$ cat src/rtl/speck_pkg.sv
// Shared SPECK128/128 constants and the round-scheduler state encoding.
package speck_pkg;

    localparam int WORD   = 64;
    localparam int ROUNDS = 32;
    localparam int IDX_W  = 5;
    localparam int ALPHA  = 8;
    localparam int BETA   = 3;

    typedef enum logic [2:0] {
        IDLE,
        LOAD,
        ISSUE,
        WAIT,
        DONE
    } state_e;

endpackage

$ cat src/rtl/speck_key_step.sv
// One combinational SPECK key-expansion step: (k, l, idx) -> (k', l').
module speck_key_step
    import speck_pkg::*;
#(
    parameter int W  = WORD,
    parameter int IW = IDX_W
) (
    input  logic [W-1:0]  k_i,
    input  logic [W-1:0]  l_i,
    input  logic [IW-1:0] idx_i,
    output logic [W-1:0]  k_o,
    output logic [W-1:0]  l_o
);

    logic [W-1:0] l_ror;
    logic [W-1:0] k_rol;
    logic [W-1:0] sum;

    assign l_ror = {l_i[ALPHA-1:0], l_i[W-1:ALPHA]};
    assign k_rol = {k_i[W-BETA-1:0], k_i[W-1:W-BETA]};
    assign sum   = k_i + l_ror;
    assign l_o   = sum ^ W'(idx_i);
    assign k_o   = k_rol ^ l_o;

endmodule

$ cat src/rtl/speck_round_scheduler.sv
// Drives a shared SPECK round datapath through all rounds, expanding subkeys on the fly.
// Define SPECK_ROUND_TIMEOUT_EN to add the round_finished watchdog and the error output.
module speck_round_scheduler #(
    parameter int ROUNDS = speck_pkg::ROUNDS,
    parameter int WORD   = speck_pkg::WORD
`ifdef SPECK_ROUND_TIMEOUT_EN
    ,
    parameter int TIMEOUT_CYCLES = 16
`endif
) (
    input  logic              clk,
    input  logic              rst,
    input  logic              start,
    input  logic [2*WORD-1:0] key,
    input  logic [2*WORD-1:0] plaintext,
    output logic              ready,
    output logic              busy,
    output logic              done,
    output logic [2*WORD-1:0] ciphertext,
    output logic [4:0]        round_index,
    output logic              round_start,
    output logic [WORD-1:0]   round_subkey,
    output logic [2*WORD-1:0] round_block_in,
    input  logic [2*WORD-1:0] round_block_out,
    input  logic              round_finished
`ifdef SPECK_ROUND_TIMEOUT_EN
    ,
    output logic              error
`endif
);
    import speck_pkg::*;

    state_e              state_q, state_d;
    logic [2*WORD-1:0]   key_q, key_d;
    logic [2*WORD-1:0]   pt_q, pt_d;
    logic [2*WORD-1:0]   blk_q, blk_d;
    logic [2*WORD-1:0]   ct_q, ct_d;
    logic [WORD-1:0]     k_q, k_d;
    logic [WORD-1:0]     l_q, l_d;
    logic [WORD-1:0]     k_nxt, l_nxt;
    logic [IDX_W-1:0]    idx_q, idx_d;

`ifdef SPECK_ROUND_TIMEOUT_EN
    localparam int TW = $clog2(TIMEOUT_CYCLES + 1);
    logic [TW-1:0] tmo_q, tmo_d;
    logic          err_q, err_d;
`endif

    speck_key_step #(
        .W  (WORD),
        .IW (IDX_W)
    ) u_key_step (
        .k_i   (k_q),
        .l_i   (l_q),
        .idx_i (idx_q),
        .k_o   (k_nxt),
        .l_o   (l_nxt)
    );

    always_ff @(posedge clk) begin
        if (rst) begin
            state_q <= IDLE;
            key_q   <= '0;
            pt_q    <= '0;
            blk_q   <= '0;
            ct_q    <= '0;
            k_q     <= '0;
            l_q     <= '0;
            idx_q   <= '0;
`ifdef SPECK_ROUND_TIMEOUT_EN
            tmo_q   <= '0;
            err_q   <= 1'b0;
`endif
        end else begin
            state_q <= state_d;
            key_q   <= key_d;
            pt_q    <= pt_d;
            blk_q   <= blk_d;
            ct_q    <= ct_d;
            k_q     <= k_d;
            l_q     <= l_d;
            idx_q   <= idx_d;
`ifdef SPECK_ROUND_TIMEOUT_EN
            tmo_q   <= tmo_d;
            err_q   <= err_d;
`endif
        end
    end

    always_comb begin
        state_d = state_q;
        key_d   = key_q;
        pt_d    = pt_q;
        blk_d   = blk_q;
        ct_d    = ct_q;
        k_d     = k_q;
        l_d     = l_q;
        idx_d   = idx_q;
`ifdef SPECK_ROUND_TIMEOUT_EN
        tmo_d   = tmo_q;
        err_d   = err_q;
`endif
        case (state_q)
            IDLE: begin
                if (start) begin
                    key_d   = key;
                    pt_d    = plaintext;
                    state_d = LOAD;
`ifdef SPECK_ROUND_TIMEOUT_EN
                    err_d   = 1'b0;
`endif
                end
            end
            LOAD: begin
                blk_d   = pt_q;
                k_d     = key_q[WORD-1:0];
                l_d     = key_q[2*WORD-1:WORD];
                idx_d   = '0;
                state_d = ISSUE;
            end
            // round_finished may still be high from the previous round here; never sample it.
            ISSUE: begin
                state_d = WAIT;
`ifdef SPECK_ROUND_TIMEOUT_EN
                tmo_d   = '0;
`endif
            end
            WAIT: begin
                if (round_finished) begin
                    blk_d = round_block_out;
                    k_d   = k_nxt;
                    l_d   = l_nxt;
                    if (idx_q == IDX_W'(ROUNDS - 1)) begin
                        ct_d    = round_block_out;
                        state_d = DONE;
                    end else begin
                        idx_d   = idx_q + 1'b1;
                        state_d = ISSUE;
                    end
                end
`ifdef SPECK_ROUND_TIMEOUT_EN
                else if (tmo_q == TW'(TIMEOUT_CYCLES - 1)) begin
                    err_d   = 1'b1;
                    state_d = IDLE;
                end else begin
                    tmo_d = tmo_q + 1'b1;
                end
`endif
            end
            DONE:    state_d = IDLE;
            default: state_d = IDLE;
        endcase
    end

    assign ready          = (state_q == IDLE);
    assign busy           = (state_q != IDLE);
    assign done           = (state_q == DONE);
    assign round_start    = (state_q == ISSUE);
    assign round_index    = idx_q;
    assign round_subkey   = k_q;
    assign round_block_in = blk_q;
    assign ciphertext     = ct_q;
`ifdef SPECK_ROUND_TIMEOUT_EN
    assign error          = err_q;
`endif

endmodule
$ cat config.mk
export PLATFORM = sky130hd
export DESIGN_NAME = speck_round_scheduler
export DESIGN_NICKNAME = d
export VERILOG_FILES = /design/src/rtl/speck_pkg.sv /design/src/rtl/speck_key_step.sv /design/src/rtl/speck_round_scheduler.sv
export SDC_FILE = /design/constraint.sdc
export NUM_CORES = 2
export LEC_CHECK = 0
export CAP_MARGIN = 40
export CORE_MARGIN = 5
export CORE_UTILIZATION = 40
export DETAILED_ROUTE_END_ITERATION = 6
export GPL_TIMING_DRIVEN = 0
export PLACE_DENSITY_LB_ADDON = 0.05
export SLEW_MARGIN = 20
export SYNTH_ARGS = -nofsm -noshare
export SYNTH_HDL_FRONTEND = slang
export SYNTH_HIERARCHICAL = 1
export SYNTH_SLANG_ARGS = --single-unit
$ cat constraint.sdc
create_clock -name clk -period 10.1 [get_ports clk]
set_input_delay 2.525 -clock clk [delete_from_list [all_inputs] [get_ports clk]]
set_output_delay 2.525 -clock clk [all_outputs]
set_load 0.05 [all_outputs]
==> reports/metrics.yaml <==
clocking:
  post-cts-setup-buffers: 0
  cts_tree: "yes"
  worstSkewPairLatency_ps: 620
  clock-root-buffer: "clkbuf_16"
  post_cts_resized: 0
  cts_buffer_depth: 3
  cts.sinks: 648
  numCtsBuffers: 74
  htreeDepth: 3
  clkTransAtPathRegs_ps: 60
  hold_buffers: 0
place:
  dp_hpwl_mm: 100
  gp_congestion: 0.936
  io_buffer_count: 715
synth:
  syn_area_um2: 29100
  synth_fp_nets: 4073
  synth_edf_count: 0
  ys.flop_type: "dfxtp_1"
  synth_async_sr_flop_share: 0
  synth_seq_area_share: 0.445
  yosys.cell_types.count: 67
  ys_ff_latch: 648
  yosysWarningCount: 6
  syn_avg_cell_area_um2: 8.05
  synthCells: 3619
global_route:
  antenna_found_initial: 28
  grt_max_degree: 13
  grt_pass1_vias: 28000
  grt_pass1_wl_mm: 181
  track_usage: 0.303
  grt.overflow.total: 0
die:
  num_rows: 99
  die_y_um: 280
  die-area_um2: 78400
  die_w_um: 280
  start_util: 0.402
  ios: 717
  core_area_um2: 72600
route:
  vias: 28800
  first_pass_iters: 5
  viasPerCell: 5.29
  wl_per_cell_um: 23.0
  final_antenna_net_count: 0
  wirelength_mm: 125
  drtIter0Drc: 1907
  post-route-drc-count: 0
setup_path:
  rr_worst_depth: 14
  required_ps: 7580
  worstSetupStartpointType: "flop"
  r2r_setup_slack_ps: 5710
  cpMostUsedCell: "buf_2"
  critPathSlowestCell: "clkdlybuf4s50_1"
  timing.critical_path.cells: "buf_2 -> buf_2 -> clkbuf_1 -> nor3b_1 -> clkdlybuf4s50_1"
  reg2reg_to: "round_subkey[54]"
  worst_setup_path_startpoint: "state_q[1]"
  worstPathArrival_ps: 2810
  end_kind: "output port"
  r2r-start: "round_subkey[0]"
  path_class: "reg -> out"
  slowest_delay_ps: 960
  path_max_fanout: 10
timing:
  period_minus_slack_ps: 5330
  fmax_mhz: 188
  hold_violations: 0
  rsz0062_at_grt: "no"
  slew_headroom: 0.407
  post-route-period-util: 0.528
  setup_viol: 0
  drv_slew: 0
  tightest_slew_ps: 886
  skew_ps: 20.2
  setup-tns-final_ps: 0
cells_and_area:
  nets: 4873
  fillers: 7131
  drive_gt1_frac: 0.0541
  post-route-util: 0.550
  syn2layout_area_growth_pct: 37.1
worst_hold_path:
  whs_endpoint: "pt_q[120]"
  worstHoldStart: "pt_q[120]"
  hold_depth: 2
  min_path_type: "reg -> reg"
power:
  p_leak_nw: 14.6
  vdd_drop_max_mv: 0.125
  power_density_nw_per_um2: 180
  total_power_w: 0.00718
run:
  maxCapViolations: 0
outcome:
  status: "finished clean"
==> synthesized netlist by cell type, types with 3 or more instances <==
master    count  share of area
nand2_1     831           0.11
dfxtp_1     648           0.45
a21oi_1     467          0.080
nor2_1      299          0.039
a211oi_1    259          0.067
clkbuf_1    175          0.023
o21ai_0     169          0.029
or3_1       135          0.029
mux2i_1     130          0.045
buf_2       108          0.019
xor2_1       84          0.025
ha_1         65          0.028
xnor2_1      42          0.013
a21o_1       29         0.0075
inv_1        18         0.0023
nand4_1      17         0.0036
nand3_1      14         0.0024
nor3_1       10         0.0017
o21bai_1     10         0.0026
and3_1        8         0.0017
a31oi_1       7         0.0015
and2_1        6         0.0013
nand2b_1      6         0.0013
o211ai_1      5         0.0013
o21a_1        5         0.0013
nor2b_1       4        0.00086
a211oi_2      3         0.0013
a21boi_0      3        0.00077
a221o_1       3         0.0010
a221oi_1      3        0.00090
o221ai_1      3        0.00090
o31ai_1       3        0.00077
==> critical path, delay by kind of cell, from the launching register on <==
family                 cells  cell delay [ps]
flip-flops                 1              290
buffers and inverters      4             1630
AND/OR/NAND/NOR            1              280
==> metrics by stage <==
stage / std cells / hold WS [ps] / area, µm² / worst slack [ps]
after floorplan: 3619 / 433 / 29100 / 5670
after CTS: 5428 / 451 / 39900 / 4750
after global routing: 5441 / 466 / 39900 / 4680
final: 5448 / 450 / 39900 / 4770
after global placement: 5293 / 438 / 37500 / 4850
after detailed placement: 5301 / 443 / 37600 / 4970
==> cell families after synthesis <==
family,share of synthesized area
xor+xnor,0.0422
compound gates,0.205
simple gates,0.190
fa+ha+maj,0.0286
buf+inv,0.0438
mux,0.0446
flops,0.445
==> layer usage <==
metal / part of all wire / global-route usage / vias to the layer above
met5: 0.00092 / 0 / -
met3: 0.071 / 0.0769 / 211
met1: 0.40 / 0.362 / 13600
met2: 0.50 / 0.542 / 888
met4: 0.028 / 0.0843 / 16
li1: - / - / 14100
==> cell type report <==
class	count	area, µm²	area share
multi-input cells	2667	14900	0.373
flip-flops and latches	648	13000	0.325
repair buffers	724	7260	0.182
clock buffers	116	2190	0.0549
plain buffers	286	1210	0.0304
well taps	959	1200	0.0300
clock inverters	11	95.1	0.00238
inverters	18	67.6	0.00169
diodes	19	47.5	0.00119
==> cell usage in the layout (no fill, tap or decap), types with 108 or more instances in the layout <==
cell type        instances
clkbuf_1               198
nand2_1                831
a211oi_1               259
a21oi_1                467
nor2_1                 299
buf_2                  108
or3_1                  135
mux2i_1                130
o21ai_0                169
clkdlybuf4s50_1        715
dfxtp_1                648
==> worst max-delay path by stage <==
| stage | end | slack, ps |
|---|---|---|
| after floorplan | done | 5670 |
| after global placement | round_subkey[47] | 4850 |
| after detailed placement | round_subkey[0] | 4970 |
| after CTS | done | 4750 |
| after global routing | done | 4680 |
| final | done | 4770 |
==> flip-flops by register name, summed over array words and instances, names as in the netlist <==
signal / cells
key_q: 128
l_q: 64
round_subkey: 64
state_q: 3
round_block_in: 128
ciphertext: 128
pt_q: 128
round_index: 5
==> report_power, final <==
group / internal [W] / switching, W
Combinational: 0.000632 / 0.00108
Sequential: 0.00273 / 0.000131
Clock: 0.00151 / 0.00109
Total: 0.00488 / 0.00230
(Power assumes the default switching activity.)
